`src/rtl/nano_dsi_sched.sv`:
```
// nano_dsi_sched: round-robin HS data-lane scheduler for a command and a video requester,
// bringing the HS clock lane up before the first packet and releasing it after an idle timeout.
module nano_dsi_sched #(
  parameter int GAP     = 2,
  parameter int IDLE_TO = 64
) (
  input  logic       clk,
  input  logic       rst_n,
  input  logic       r0_valid,
  input  logic [7:0] r0_data,
  input  logic       r0_last,
  output logic       r0_ack,
  input  logic       r1_valid,
  input  logic [7:0] r1_data,
  input  logic       r1_last,
  output logic       r1_ack,
  output logic       hs_clk_req,
  input  logic       hs_clk_rdy,
  output logic       hs_start,
  output logic [7:0] hs_data,
  output logic       hs_last,
  input  logic       hs_ack,
  output logic       busy,
  output logic       err
);
  typedef enum logic [2:0] {S_OFF, S_CLK_UP, S_ARB, S_PKT, S_GAP, S_HOLD, S_CLK_DOWN} state_t;
  localparam logic [7:0] GAP_LD  = 8'(GAP - 1);
  localparam logic [7:0] IDLE_LD = 8'(IDLE_TO - 1);
  state_t     r_state, w_next;
  logic       r_g, r_start, r_err;
  logic       w_g, w_start, w_err;
  logic [7:0] r_cnt, w_cnt;
  logic       w_any, w_pick, w_in_pkt, w_gv, w_gl;
  logic [7:0] w_gd;
  assign w_any    = r0_valid | r1_valid;
  // r_g holds the last grant; it resets to r1 so r0 wins the first tie
  assign w_pick   = (r0_valid & r1_valid) ? ~r_g : r1_valid;
  assign w_in_pkt = r_state == S_PKT;
  assign w_gv     = r_g ? r1_valid : r0_valid;
  assign w_gl     = r_g ? r1_last : r0_last;
  assign w_gd     = r_g ? r1_data : r0_data;
  assign hs_data    = (w_in_pkt & w_gv) ? w_gd : 8'h00;
  assign hs_last    = w_in_pkt & w_gv & w_gl;
  assign hs_start   = w_in_pkt & r_start;
  assign r0_ack     = w_in_pkt & ~r_g & hs_ack;
  assign r1_ack     = w_in_pkt & r_g & hs_ack;
  assign hs_clk_req = !(r_state inside {S_OFF, S_CLK_DOWN});
  assign busy       = r_state != S_OFF;
  assign err        = r_err;
  always_ff @(posedge clk or negedge rst_n)
    if (!rst_n) begin
      r_state <= S_OFF;
      r_g     <= 1'b1;
      r_start <= 1'b0;
      r_err   <= 1'b0;
      r_cnt   <= 8'd0;
    end else begin
      r_state <= w_next;
      r_g     <= w_g;
      r_start <= w_start;
      r_err   <= w_err;
      r_cnt   <= w_cnt;
    end
  always_comb begin
    w_next  = r_state;
    w_g     = r_g;
    w_start = r_start;
    w_err   = r_err;
    w_cnt   = r_cnt;
    case (r_state)
      S_OFF:      if (w_any) w_next = S_CLK_UP;
      S_CLK_UP:   if (hs_clk_rdy) w_next = S_ARB;
      S_ARB:
        if (w_any) begin
          w_next  = S_PKT;
          w_g     = w_pick;
          w_start = 1'b1;
        end else begin
          w_next = S_HOLD;
          w_cnt  = IDLE_LD;
        end
      // an ack with no valid byte is an underflow; only a real last byte ends the packet
      S_PKT:
        if (hs_ack) begin
          w_start = 1'b0;
          w_err   = r_err | ~w_gv;
          if (hs_last) begin
            w_next = S_GAP;
            w_cnt  = GAP_LD;
          end
        end
      S_GAP:
        if (r_cnt == 8'd0) w_next = S_ARB;
        else w_cnt = r_cnt - 8'd1;
      S_HOLD:
        if (w_any) w_next = S_ARB;
        else if (r_cnt == 8'd0) w_next = S_CLK_DOWN;
        else w_cnt = r_cnt - 8'd1;
      S_CLK_DOWN: if (!hs_clk_rdy) w_next = S_OFF;
      default:    w_next = S_OFF;
    endcase
  end
endmodule

```
`config.mk`:
```
export PLATFORM = sky130hd
export DESIGN_NAME = nano_dsi_sched
export DESIGN_NICKNAME = d
export VERILOG_FILES = /design/src/rtl/nano_dsi_sched.sv
export SDC_FILE = /design/constraint.sdc
export NUM_CORES = 1
export LEC_CHECK = 0
export BUFFER_PORTS_ARGS = -buffer_cell sky130_fd_sc_hd__buf_2
export CORE_UTILIZATION = 30
export DETAILED_ROUTE_END_ITERATION = 10
export GPL_ROUTABILITY_DRIVEN = 0
export PLACE_DENSITY = 0.5
export SLEW_MARGIN = 15
export SYNTH_ARGS = -nofsm -noshare
export SYNTH_HDL_FRONTEND = slang
export SYNTH_SLANG_ARGS = --single-unit
```
`constraint.sdc`:
```
create_clock -name clk -period 2.7 [get_ports clk]
set_clock_uncertainty 0.2 [all_clocks]
set_input_delay 0.675 -clock clk [delete_from_list [all_inputs] [get_ports clk]]
set_output_delay 0.675 -clock clk [all_outputs]
set_load 0.01 [all_outputs]
```
=== After elaboration in Yosys (flattened, before gate mapping) ===
Cells that the tools add are included.

* Register bits: 14
* Bits of input ports: 24
* Output and inout port bits: 15
* Word-level logic and storage cells: 70

* $add $sub $neg: 1
* Eq/ne operators: 16
* Muxes and demuxes: 24
* Bitwise logic cells: 12
* Reduce and logical (&&, ||, !) cells: 12

{| class="wikitable"
|+ Operators by type and width
! kind !! count
|-
| $mux W8 || 7
|-
| $pmux W8 S4 || 1
|-
| $mux W3 || 9
|-
| $pmux W3 S7 || 1
|-
| $ne A2 B2 Y1 const B || 9
|-
| $eq A3 B3 Y1 const B || 3
|-
| $and A1 B1 Y1 || 8
|-
| $logic_not A8 Y1 || 1
|-
| $sub A8 B1 Y8 const B || 1
|-
| $reduce_and A7 Y1 || 1
|-
| $eq A3 B2 Y1 const B || 2
|-
| $mux W1 || 5
|-
| $reduce_and A5 Y1 || 1
|-
| $reduce_and A2 Y1 || 2
|-
| $reduce_bool A2 Y1 || 2
|-
| $reduce_bool A4 Y1 || 1
|-
| $eq A3 B1 Y1 const B || 1
|-
| $logic_not A3 Y1 || 1
|-
| $ne A3 B3 Y1 const B || 1
|-
| $reduce_and A3 Y1 || 1
|-
| $reduce_bool A3 Y1 || 1
|-
| $not A1 Y1 || 2
|-
| $or A1 B1 Y1 || 2
|-
| $pmux W1 S2 || 1
|-
| $logic_not A1 Y1 || 1
|}

=== Depth between registers and ports, before layout ===
Gate-level depths: netlist of the first run.

* Depth in word-level cells: 6
* Mapped depth: 6
* Mapped depth without buffers: 6

=== Worst setup path before layout of the first run ===
OpenSTA, ideal clock, no wires.

* Path type: register to output
* Start point: register r_g
* End point: output hs_data[1]
* Arrival: 1.290 ns
* Data required time: 1.825 ns
* Setup slack: 0.535 ns
* Cell stages (with the launch flop): 5
* Path buffers: 2
* Cell sequence: dfstp_2 > buf_6 > clkbuf_1 > mux2i_1 > nor2_1

* Word-level cells in the longest chain between the ends: 3
* Elaborated cells on any way between the ends: 4
* Classes of those cells: mux: 3; bitwise: 1

{| class="wikitable"
|+ Ends and longest elaborated chain
! what !! line !! RTL
|-
| start: declaration || 30 || <nowiki>logic r_g, r_start, r_err;</nowiki>
|-
| start signal: assignment || 59 || <nowiki>r_g <= w_g;</nowiki>
|-
| $mux W1 || 39 || <nowiki>assign w_gv = r_g ? r1_valid : r0_valid;</nowiki>
|-
| $and A1 B1 Y1 || 42 || <nowiki>assign hs_data = (w_in_pkt & w_gv) ? w_gd : 8'h00;</nowiki>
|-
| $mux W8 (*) || 42 ||
|-
| end: declaration || 20 || <nowiki>output logic [7:0] hs_data,</nowiki>
|}

Every way passes the cells marked *; elsewhere a longest branch is shown, timed or not.

=== Worst setup path in the final report of the first run ===
* Start point: register r_g
* End point: output hs_last

* Word-level cells in the longest chain between the ends: 3
* Elaborated cells on any way between the ends: 4
* Classes of those cells: mux: 2; bitwise: 2

{| class="wikitable"
|+ Ends and longest elaborated chain
! what !! line !! RTL
|-
| $mux W1 || 39 ||
|-
| $and A1 B1 Y1 || 43 || <nowiki>assign hs_last = w_in_pkt & w_gv & w_gl;</nowiki>
|-
| $and A1 B1 Y1 (*) || 43 ||
|-
| end: declaration || 21 || <nowiki>output logic hs_last,</nowiki>
|}

Marked as above.

==> out/results.ini, run 1 <==
[global_routing]
grt_pass1_vias = 1108
grt_util_all_layers_pct = 14.9
grt.overflow.total = 0
grt_pass1_wl_um = 4910
grt_max_degree = 15
antenna_found_initial = 0

[finish]
area_delta_synth_final_pct = 24.9
layout_common_cells = buf_2, nor2_1, dfrtp_1, mux2i_1, nand2_1
seqCellArea_um2 = 352
fillers = 400
nets = 197
final_cell_area_um2 = 1470
layout_commonest_cell = buf_2
n_antenna_cell = 0
multiInputGateArea_um2 = 751
layout-drive-gt1-share_pct = 33.5

[clocking]
path_clk_slew_ns = 0.06
cts_tree = done
post_cts_buffers = 0
cts-root-buf = clkbuf_8
cts_made_buffers = 3
cts_hold_buffers = 0
cts_resized = 0
insertion_delay_ns = 0.25
clock_sinks = 14
htreeDepth = 1
clk_path_buf_depth = 2

[worst_setup_path]
worst-setup-path-type = reg -> out
crit_fanout = 9
critPathSlowestCell = dfstp_2
crit_path_max_incr_delay_ns = 0.62
worstPathRequired_ns = 1.82
cp.arrival_ns = 1.64
critical-path-top-delay-family = flip-flops
cp-end-kind = primary output
critPathBufInv = 1
start_kind = flop
cp_cell_sequence = mux2_2 > nand2_2 > nor2_1 > buf_2
worstSetupStartpoint = r_g
r2r-start = r_g

[die]
die_y_um = 64.6
core_um2 = 3720
die_x_um = 64.6
std_cell_rows = 22
die_area_um2 = 4170
io_pins = 39
start_util_pct = 31.6

[sta]
slew_violations = 0
finalSetupViolCount = 0
tns_ns = 0
fmax_ghz = 0.398
tightest_slew_ns = 0.533
setup_slack_ns = 0.187
min_period_over_period_pct = 93.1
rsz0062_at_grt = no
hold_violations = 0
relSlewSlack_pct = 64.5
min_period_ns = 2.51

[pwr]
power.leakage_uw = 0.000688
p_per_area_nw_per_um2 = 938
max-vdd-ir-drop_mv = 0.490

[yosys]
synthCells = 131
ys.flop_type = dfrtp_1
ys_warn_count = 0
synthesis.area_um2 = 1170
ys_types = 53
ys_seq_area_share_pct = 29.9
syn_nets = 157
avgSynthCellArea_um2 = 8.97
synth-edff-count = 0
async_flop_share_pct = 100
synth-seq-cells = 14

[routing]
drtAntennaViolNets = 0
dr.pass1.iters = 4
drc_errors = 0
drtIter0Drc = 45
vias = 1148
routedWlPerCell_um = 13.5
vias_per_cell = 5.27
wl_um = 2940

[run_status]
status = complete, no violations

[placed_design]
placed_area_um2 = 1410
dpl.hpwl_um = 2260
pre_cts_ws_ns = 0.322
portBuffers = 38

[flow_run]
maxCapViolations = 0

[worst_hold_path]
hold_path_class = in -> async

-- where the power goes --
| part | internal, µW | switching, µW |
|---|---|---|
| registers | 290 | 111 |
| clock network | 129 | 80.9 |
| logic | 356 | 409 |
| total | 775 | 601 |
-- area by class of cell --
type / count / share of cell area (%)
Sequential cell: 14 / 24.0
Tap cell: 48 / 4.09
Multi-Input combinational cell: 103 / 51.2
Timing Repair Buffer: 43 / 15.5
Inverter: 6 / 1.53
Clock buffer: 4 / 3.75
-- flip-flops by register name, summed over array words and instances (netlist names) --
name     flops
err          1
r_cnt        8
r_g          1
r_start      1
r_state      3
-- worst paths after layout --
kind	end	depth (start not counted)	slack (ns)
setup / recovery	hs_last	4	0.19
hold / removal	r_cnt[6]	1	0.12
setup reg to reg	r_cnt[1]	4	0.60
hold reg to reg	err	1	0.28
max in group asynchronous	r_g	1	1.88
min in group clk	err	1	0.28
-- kinds of logic after synthesis --
kind of cell | share of synthesized area (%)
compound gates | 25.0
simple gates | 26.4
fa+ha+maj | 2.13
flops | 29.9
mux | 10.3
buf+inv | 6.18
-- cells in the mapped netlist, types with 2 or more instances --
master	count	area [µm²]
o21ai_0	2	10.0
mux2i_1	11	110
nor2_1	15	56.3
o21a_1	2	15.0
buf_6	2	22.5
a21oi_1	5	25.0
nor2b_1	2	12.5
a31oi_1	2	12.5
and3_1	3	18.8
nand3_1	2	10.0
nand4b_1	2	17.5
nand2_1	9	33.8
inv_1	6	22.5
o21bai_1	2	15.0
or3_1	2	12.5
clkbuf_1	2	7.51
o31ai_1	3	22.5
buf_2	4	20.0
o2111ai_1	3	26.3
dfrtp_1	13	325
nor3_1	5	25.0
nand4_1	2	12.5
ha_1	2	25.0
-- per-layer routing --
layer / share of wire [%] / vias to the layer above / wire (µm) / track usage [%]
li1: - / 577 / - / -
met2: 48 / 24 / 1410 / 23.4
met3: 3.7 / 4 / 109 / 3.70
met1: 46 / 543 / 1360 / 19.1
met5: 0 / - / 0 / 0
met4: 1.8 / 0 / 53 / 6.39
-- stage by stage --
stage,hold slack [ns],std cells,util (%),power [µW]
2_1_floorplan,0.179,131,-,988
3_3_place_gp,0.263,214,38.0,1170
3_5_place_dp,0.257,214,38.0,1170
4_1_cts,0.130,218,39.5,1390
5_1_grt,0.152,218,39.5,1500
6_report,0.121,218,39.5,1380
Power figures use the tool's default switching activity.
==> inputs of run 2 (changes only) <==
- ABC_AREA: not set -> 1
- clock period: 2.7 -> 2.33 ns (I/O delays scaled with it)
==> run 2 against run 1 <==
Compared with the run above:
- routed wire length increased by 8.4%
- critical endpoint is now r0_ack
- sequential share of layout area is 1.3 points lower
- utilization increased by 2.1 points
==> out/results.ini, run 2 <==
[sta]
rsz0062_at_grt = no  ; unchanged
finalSetupViolCount = 0  ; unchanged
fmax_ghz = 0.457
tightest_slew_ns = 0.359  ; was 0.533 ns
min_period_over_period_pct = 93.9
hold_violations = 0  ; unchanged
relSlewSlack_pct = 76.1  ; was 64.5%
whs_ns = 0.0356  ; was 0.121 ns
slew_violations = 0  ; unchanged
tns_ns = 0  ; unchanged
min_period_ns = 2.19

[worst_hold_path]
hold_path_class = in -> async  ; unchanged

[clocking]
cts-root-buf = clkbuf_8  ; unchanged
insertion_delay_ns = 0.25  ; about the same
htreeDepth = 1  ; unchanged
cts_tree = done  ; unchanged
cts_made_buffers = 3  ; unchanged
clock_sinks = 14  ; unchanged
clk_path_buf_depth = 2  ; unchanged
path_clk_slew_ns = 0.07  ; was 0.06 ns
cts_hold_buffers = 0  ; unchanged

[global_routing]
grt_pass1_wl_um = 5440  ; was 4910 µm
grt.overflow.total = 0  ; unchanged
grt_pass1_vias = 1222  ; was 1108
grt_max_degree = 15  ; unchanged
antenna_found_initial = 0  ; unchanged
grt_util_all_layers_pct = 16.5  ; was 14.9%

[finish]
area_delta_synth_final_pct = 30.5  ; was 24.9%
layout-drive-gt1-share_pct = 28.1  ; was 33.5%
layout_commonest_cell = nand2_1  ; was buf_2
layout_common_cells = nand2_1, buf_2, inv_1, nor2_1, nand3_1  ; was buf_2, nor2_1, dfrtp_1, mux2i_1, nand2_1
fillers = 434  ; was 400
final_cell_area_um2 = 1560  ; was 1470 µm²
largest_register_ffs = 8  ; unchanged
n_antenna_cell = 0  ; unchanged
top_regs = r_cnt (8), r_state (3)  ; unchanged
nets = 269  ; was 197
largest_register = r_cnt  ; unchanged
utilization_pct = 41.6  ; was 39.5%

[yosys]
synth_area_leaders = dfrtp_1, nand2_1, nand3_1  ; was dfrtp_1, mux2i_1, nor2_1
ys_types = 22  ; was 53
synthCells = 194  ; was 131
synthesis.area_um2 = 1190  ; was 1170 µm²
avgSynthCellArea_um2 = 6.15  ; was 8.97 µm²
ys_warn_count = 0  ; unchanged
synth-edff-count = 0  ; unchanged
synth_common_cells = nand2_1, inv_1, nor2_1  ; was nor2_1, dfrtp_1, mux2i_1
synth-seq-cells = 14  ; unchanged
syn_nets = 220  ; was 157
ys_seq_area_share_pct = 29.5  ; was 29.9%
ys.flop_type = dfrtp_1  ; unchanged
async_flop_share_pct = 100  ; unchanged
yosys.area.top_type = dfrtp_1  ; unchanged
yosys.cell_count.top_type = nand2_1  ; was nor2_1
synth_top_area_share_pct = 27.3  ; was 27.7%

[routing]
drc_errors = 0  ; unchanged
dr.pass1.iters = 4  ; unchanged
drtIter0Drc = 50  ; was 45
vias_per_cell = 4.52  ; was 5.27
routedWlPerCell_um = 11.0  ; was 13.5 µm
wl_um = 3180  ; was 2940 µm
drtAntennaViolNets = 0  ; unchanged
vias = 1310  ; was 1148

[worst_setup_path]
start_kind = flop  ; unchanged
cp.arrival_ns = 1.41  ; was 1.64 ns
worst-setup-path-type = reg -> out  ; unchanged
reg2reg_setup_slack_ns = 0.48  ; was 0.60 ns
worstPathRequired_ns = 1.55  ; was 1.82 ns
cp-end-kind = primary output  ; unchanged
crit_fanout = 7  ; was 9
reg2reg_depth = 9  ; was 4

[run_status]
status = complete, no violations  ; unchanged

[pwr]
power.leakage_uw = 0.000846  ; was 0.000688 µW
max-vdd-ir-drop_mv = 0.481  ; was 0.490 mV
p_per_area_nw_per_um2 = 1210  ; was 938 nW/µm²

[die]
core_um2 = 3740  ; was 3720 µm²
std_cell_rows = 22  ; unchanged
io_pins = 39  ; unchanged
die_x_um = 65.0  ; was 64.6 µm
die_y_um = 65.0  ; was 64.6 µm
die_area_um2 = 4230  ; was 4170 µm²
start_util_pct = 31.9  ; was 31.6%

[placed_design]
dpl.hpwl_um = 2480  ; was 2260 µm
placed_area_um2 = 1460  ; was 1410 µm²
portBuffers = 38  ; unchanged

[flow_run]
maxCapViolations = 0  ; unchanged

[run 2: cell types whose count changed after synthesis, moves of 4 or more]
| cell | previous run | this run |
|---|---|---|
| nand2_1 | 9 | 75 |
| inv_1 | 6 | 21 |
| nand3_1 | 2 | 16 |
| mux2i_1 | 11 | 0 |
| o21ai_0 | 2 | 9 |
| a21oi_1 | 5 | 10 |
| nor2_1 | 15 | 20 |
| nor3_1 | 5 | 0 |
| nand2_2 | 1 | 5 |
| nand4_1 | 2 | 6 |
| nor2_4 | 0 | 4 |
[run 2: timing repair]
action,4_1_cts,5_1_grt
setup endpoints to repair,0,10
gates resized for setup,0,2
buffers inserted,0,5
[run 2: area by class of cell]
cell class | count | area [µm²] | area share [%]
multi-input cells | 154 | 742 | 47.7
flip-flops and latches | 14 | 353 | 22.7
repair buffers | 47 | 258 | 16.6
inverters | 23 | 88.8 | 5.71
well taps | 48 | 60.1 | 3.86
clock buffers | 4 | 55.1 | 3.54
[run 2: routing by layer]
layer	vias up	global-route usage, %	share of wire (%)
met5	-	0	0
met4	0	2.45	0.69
met3	2	2.82	3.0
met2	21	27.6	45
met1	575	22.5	52
li1	712	-	-
[run 2: final timing paths]
| kind | to | start |
|---|---|---|
| max | r0_ack | r_state[2] |
| min | r_cnt[6] | rst_n |
| max reg2reg | r_cnt[0] | r_g |
| min reg2reg | err | err |
| max in group asynchronous | r_g | rst_n |
| min in group clk | err | err |
[run 2: kinds of logic (layout without fill, tap and decap cells)]
family,count (synthesis),count (layout),share of synthesized area [%]
simple gates,129,129,49.3
buf+inv,26,74,8.50
compound gates,21,21,9.13
flops,14,14,29.5
fa+ha+maj,2,2,2.10
xor+xnor,2,2,1.47
[run 2: report_power, final]
group	total (µW)	switching (µW)	internal, µW
combinational	1190	744	444
clock	248	98.0	150
sequential	446	85.0	361
total	1880	927	955
[run 2: critical path, cell delays in order, from the launching register on]
cell and delay (ns):
dfrtp_2 0.47, nor2_4 0.15, inv_1 0.11, nor2_1 0.13, inv_1 0.09, nor2_1 0.08, buf_2 0.13
[run 2: stage by stage]
step	setup slack [ns]	std cells	total power, µW
after floorplan	0.443	194	1280
after global placement	0.245	281	1610
after detailed placement	0.214	281	1600
after CTS	0.000208	285	1850
after global routing	0.000452	290	2110
final	0.142	290	1880
